$ cat config.mk
export PLATFORM = sky130hd
export DESIGN_NAME = i2s_audio_tx
export DESIGN_NICKNAME = d
export VERILOG_FILES = /design/src/rtl/i2s_audio_tx.sv
export SDC_FILE = /design/constraint.sdc
export NUM_CORES = 1
export LEC_CHECK = 0
export ABC_AREA = 1
export CAP_MARGIN = 10
export CORE_MARGIN = 8
export CORE_UTILIZATION = 25
export DETAILED_ROUTE_END_ITERATION = 6
export PLACE_DENSITY = 0.38
export SYNTH_ARGS = -nofsm -noshare
export SYNTH_HDL_FRONTEND = slang
export SYNTH_SLANG_ARGS = --single-unit
$ cat constraint.sdc
create_clock -name clk_sys -period 2.1 [get_ports clk_sys]
set_input_delay 0.42 -clock clk_sys [delete_from_list [all_inputs] [get_ports clk_sys]]
set_output_delay 0.42 -clock clk_sys [all_outputs]
set_load 0.01 [all_outputs]
$ cat src/rtl/i2s_audio_tx.sv
// Philips I2S transmitter: 64-slot frame, MSB-first samples in 32-bit slots, one-bit I2S delay.
// Bit clock comes from a fractional accumulator on clk_sys; no back-pressure, inputs latched at frame start.
module i2s_audio_tx #(
  parameter int CLK_RATE    = 84_000_000,
  parameter int SAMPLE_RATE = 48_000,
  parameter int WIDTH       = 16
) (
  input  logic             clk_sys,
  input  logic             reset_n,
  input  logic [WIDTH-1:0] left_chan,
  input  logic [WIDTH-1:0] right_chan,
  output logic             sample_stb,
  output logic             sclk,
  output logic             lrclk,
  output logic             sdata
);

  localparam logic [32:0] STEP = 33'(128 * SAMPLE_RATE);
  localparam logic [32:0] RATE = 33'(CLK_RATE);

  if (128 * SAMPLE_RATE > CLK_RATE) begin : g_rate_check
    $error("i2s_audio_tx: 128*SAMPLE_RATE must not exceed CLK_RATE");
  end
  if (WIDTH < 1 || WIDTH > 31) begin : g_width_check
    $error("i2s_audio_tx: WIDTH must be in 1..31");
  end

  logic [31:0]      acc_q, acc_d;
  logic             sclk_q, sclk_d;
  logic             lrclk_q, lrclk_d;
  logic             sdata_q, sdata_d;
  logic             stb_q, stb_d;
  logic [5:0]       bitcnt_q, bitcnt_d;
  logic [WIDTH-1:0] shadow_l_q, shadow_l_d;
  logic [WIDTH-1:0] shadow_r_q, shadow_r_d;

  logic [32:0] sum;
  logic        tick;
  logic        fall;
  logic [5:0]  bitcnt_n;
  logic [4:0]  slot;
  logic [WIDTH-1:0] word;
  logic [31:0] slot_img;

  always_comb begin
    sum      = {1'b0, acc_q} + STEP;
    tick     = (sum >= RATE);
    acc_d    = tick ? 32'(sum - RATE) : sum[31:0];
    fall     = tick & sclk_q;
    bitcnt_n = bitcnt_q + 6'd1;
    slot     = bitcnt_n[4:0];
    word     = bitcnt_n[5] ? shadow_r_q : shadow_l_q;
    // Sample MSB lands at slot 1; slot 0 and everything past the LSB read as zero.
    slot_img = 32'(word) << (31 - WIDTH);

    sclk_d     = tick ? ~sclk_q : sclk_q;
    lrclk_d    = lrclk_q;
    sdata_d    = sdata_q;
    bitcnt_d   = bitcnt_q;
    shadow_l_d = shadow_l_q;
    shadow_r_d = shadow_r_q;
    stb_d      = 1'b0;

    if (fall) begin
      bitcnt_d = bitcnt_n;
      lrclk_d  = bitcnt_n[5];
      sdata_d  = slot_img[5'd31 - slot];
      if (bitcnt_n == 6'd0) begin
        shadow_l_d = left_chan;
        shadow_r_d = right_chan;
        stb_d      = 1'b1;
      end
    end
  end

  always_ff @(posedge clk_sys) begin
    if (!reset_n) begin
      acc_q      <= '0;
      sclk_q     <= 1'b0;
      lrclk_q    <= 1'b1;
      sdata_q    <= 1'b0;
      stb_q      <= 1'b0;
      bitcnt_q   <= 6'd63;
      shadow_l_q <= '0;
      shadow_r_q <= '0;
    end else begin
      acc_q      <= acc_d;
      sclk_q     <= sclk_d;
      lrclk_q    <= lrclk_d;
      sdata_q    <= sdata_d;
      stb_q      <= stb_d;
      bitcnt_q   <= bitcnt_d;
      shadow_l_q <= shadow_l_d;
      shadow_r_q <= shadow_r_d;
    end
  end

  assign sample_stb = stb_q;
  assign sclk       = sclk_q;
  assign lrclk      = lrclk_q;
  assign sdata      = sdata_q;

endmodule

[Yosys cells after proc, flatten, opt, wreduce, memory -nomap -nowiden]
Cells that the tools add are included.
Word-level totals
  flip-flop bits (word level): 74
  input bits: 34
  output and inout port bits: 4
  logic and storage cells: 24
Operators by class
  add/sub/neg operators: 4
  order comparisons: 2
  muxes and demuxes: 5
  bitwise operators: 2
  reduce and logical (&&, ||, !) cells: 3
Operators with widths (number)
  $add A32 B23 Y33 const B: 1
  $ge A33 B27 Y1 const B: 1
  $mux W32: 1
  $sub A32 B27 Y32 const B: 1
  $mux W16: 1
  $add A6 B1 Y6 const B: 1
  $logic_not A6 Y1: 1
  $lt A5 B6 Y1 const B: 1
  $bmux W1 S5: 1
  $sub A5 B5 Y5 const A: 1
  $reduce_and A2 Y1: 2
  $mux W1: 2
  $and A1 B1 Y1: 1
  $not A1 Y1: 1

[Logic depth before layout (Yosys ltp)]
  word-level depth: 4
  depth in mapped cells: 19
  mapped depth without buffers: 19

[Worst setup path after synthesis]
OpenSTA, ideal clock, no wires.
  kind: register -> register
  start: reg acc_q[14]
  end: reg acc_q[26]
  library setup time: 116 ps
  arrival: 2119 ps
  data required time: 1984 ps
  slack: -135 ps
  cell stages (with the launch flop): 17
  buffers on the path: 2
  period minus slack after synthesis: 2235 ps
  cells stage by stage: dfxtp_1 > inv_2 > ha_1 > nand2_2 > nand2_2 > nand2_1 > nand3_1 > nand2_1 > nand2_1 > xor2_1 > nand2_1 > nor2_2 > nand3_4 > buf_8 > buf_6 > a21oi_1 > nor2_1
On the way
  cells in the longest elaborated chain, start to end: 3
  elaborated cells on any way between the ends: 4
  classes of those cells: 2 x add/sub; 1 x order compare; 1 x mux
Ends and longest elaborated chain
  start, declared: line 28  | logic [31:0] acc_q, acc_d;
  start signal, assigned: line 78  | acc_q <= '0;
  start signal, assigned: line 87  | acc_q <= acc_d;
  $add A32 B23 Y33 *: line 46  | sum = {1'b0, acc_q} + STEP;
  $sub A32 B27 Y32 or $ge A33 B27 Y1 (tied branches): line 48, 47
  $mux W32 *: line 48  | acc_d = tick ? 32'(sum - RATE) : sum[31:0];
Mark *: on every way between the ends. The rest lies on a longest branch, timed or not.
A chain may end at the register's enable or synchronous reset.

[Worst setup path after layout]
  start: reg acc_q[23]
  end: reg shadow_r_q[5]
On the way
  cells in the longest elaborated chain, start to end: 4
Ends and longest elaborated chain
  $add A32 B23 Y33: line 46
  $ge A33 B27 Y1: line 47  | tick = (sum >= RATE);
  $and A1 B1 Y1: line 49  | fall = tick & sclk_q;
  $reduce_and A2 Y1 (no line)
  end signal, assigned: line 94  | shadow_r_q <= shadow_r_d;
  end, declared: line 35  | logic [WIDTH-1:0] shadow_r_q, shadow_r_d;
No other way between the ends.

==> reports/metrics.cfg <==
[run_status]
outcome = finished, violations left
violations = setup timing

[placed_design]
place_hpwl_um = 11200
place_ws_ps = -350
place.port_buffers = 37
gp_congestion = 0.829

[clocking]
numCtsBuffers = 9
clk_latency_ps = 340
ctsHoldBuffers = 0
htreeDepth = 3
path_clk_slew_ps = 60
cts.path.max_buffers = 2
cts_tree = done
root_buffer = clkbuf_16
cts.sinks = 65

[timing]
rsz0062_at_grt = yes
maxClockFrequency_ghz = 0.419
whs_ps = 517
tightest_slew_ps = 519
finalHoldViolCount = 0
fin_crit_sh_pct = 114
maxSlewViolCount = 0
finalClockSkew_ps = 7.20
relSlewSlack_pct = 65.1
setup_viol = 64
worst_slack_ps = -286
finalCriticalPeriod_ps = 2390

[routing]
drt_pre_antenna_iters = 6
wl_um = 15300
wl_per_cell_um = 13.5
drc = 0
routed-via-count = 5023
vias_per_cell = 4.44
ant_nets = 0
drtIter0Drc = 207

[setup_path]
required_ps = 2340
r2r-start = acc_q[23]$_SDFF_PN0_
endpoint_kind = flip-flop
crit_fanout = 8
startpoint_type = flip-flop
crit_type = flip-flop to flip-flop
startpoint = acc_q[23]$_SDFF_PN0_
arrival_ps = 2620

[die]
row_count = 49
die_x_um = 150
io-pin-count = 38
core_area_sq_um = 17800
dieArea_sq_um = 22600
die_h_um = 150
start_util_pct = 25.2

[flow_run]
drv_cap = 0

[layout]
drive_gt1_share_pct = 33.7
fin_util_pct = 38.7
nNetsFinal = 936
num_antenna_cells = 0
final_common_cell = nand2_1
final_cell_mix = nand2_1 (170), inv_1 (120), buf_4 (99)
area_growth_pct = 53.2

[yosys]
ys.flop_type = dfxtp_1
async_reset_ff_share_pct = 0
ys_seq_area_share_pct = 28.9
ys_seq_elements = 65
synth_edf_count = 0
synth_area_sq_um = 4500
synth_cells = 762
yosys_warnings = 0
synthDistinctLibCells = 33
synthesis.nets = 801
syn_avg_cell_area_sq_um = 5.91

[power]
cellPowerDensity_nw_per_um2 = 1780
vdd_drop_max_mv = 0.704
p_leak_nw = 3.28

[global_route]
globalRouteOverflowTotal = 0
antenna_found_initial = 0
grt_pass1_wl_um = 23700
grt_start_max_net_pins = 36
grt_use_total_pct = 13.3
first_global_vias = 4700

[worst_hold_path]
min_from = bitcnt_q[1]$_SDFFE_PN1P_
worstHoldPathType = flip-flop to flip-flop

registers in the layout, indices dropped and copies added (netlist names):
signal      count
lrclk           1
acc_q          24
sdata           1
sample_stb      1
sclk            1
bitcnt_q        5
shadow_l_q     16
shadow_r_q     16
metal layers:
layer	vias to the layer above	wire [um]	GRT usage (%)
li1	2636	-	-
met1	2293	7050	17.3
met2	74	7400	21.6
met3	20	551	2.28
met4	0	321	5.15
met5	-	0	0
critical path, cell delays in order (launching register included):
cell and delay (ps):
dfxtp_2 350, buf_6 110, buf_4 110, nand2_1 100, nor2_1 180, nand3_4 110
nand2_2 120, nand2_2 70, xor2_2 140, nand2_1 80, nor2_2 170, nand3_4 100
buf_12 160, nand3_4 150, clkbuf_16 190, nand2_1 50, inv_1 40, nor2_1 30
repair_timing:
item | 4_1_cts | 5_1_grt
setup endpoints to repair | 65 | 65
gates cloned | 1 | 3
resized for setup | 59 | 118
setup buffers | 6 | 18
pin swaps | 3 | 46
logic make-up after synthesis:
kind of cell / count (synthesis) / synth area share [%]
fa+ha+maj: 5 / 1.39
xor+xnor: 7 / 1.36
compound gates: 60 / 7.50
simple gates: 447 / 44.4
flops: 65 / 28.9
buf+inv: 178 / 16.5
worst paths after layout:
path	end	slack, ps	cells past startpoint
worst max-delay path	shadow_r_q[5]$_SDFFE_PN0P_	-290	17
worst min-delay path	bitcnt_q[1]$_SDFFE_PN1P_	520	2
worst max register to register	shadow_r_q[5]$_SDFFE_PN0P_	-290	17
worst min register to register	bitcnt_q[1]$_SDFFE_PN1P_	520	2
where the power goes:
group / internal (mW) / total (mW) / switching (mW)
Clock: 1.17 / 1.78 / 0.616
Combinational: 3.70 / 8.50 / 4.80
Sequential: 1.66 / 1.99 / 0.325
Total: 6.53 / 12.3 / 5.74
per-stage QoR:
| stage | cells | power [mW] | instance area (sq um) | setup TNS (ps) |
|---|---|---|---|---|
| after floorplan | 762 | 6.31 | 4540 | 0 |
| after global placement | 1089 | 8.78 | 5730 | -16410 |
| after detailed placement | 1089 | 8.78 | 5730 | -18110 |
| after CTS | 1112 | 11.4 | 6350 | -6250 |
| after global routing | 1131 | 13.3 | 6900 | -20400 |
| final | 1131 | 12.3 | 6900 | -13630 |
final cells by class:
cell class | count | area (sq um)
fill | 1866 | 10900
multi-input combinational | 519 | 2980
timing repair buffer | 154 | 1410
sequential | 65 | 1320
inverter | 148 | 572
tap | 229 | 287
clock buffer | 10 | 229
clock inverter | 6 | 115
Yosys cell counts (3+ instances only):
master | instances | area (sq um)
nand2_1 | 228 | 856
inv_1 | 138 | 518
nor2_1 | 80 | 300
dfxtp_1 | 65 | 1300
nand3_1 | 60 | 300
nand4_1 | 43 | 269
a21oi_1 | 31 | 155
o21ai_0 | 16 | 80.1
nand2_2 | 14 | 87.6
buf_2 | 9 | 45.0
clkbuf_1 | 9 | 33.8
inv_2 | 8 | 30.0
nor2_2 | 8 | 50.1
o211ai_1 | 7 | 52.6
buf_6 | 6 | 67.6
xor2_1 | 6 | 52.6
ha_1 | 5 | 62.6
nor3_1 | 5 | 25.0
buf_1 | 3 | 11.3
nand3_2 | 3 | 30.0
(Power assumes the default switching activity.)
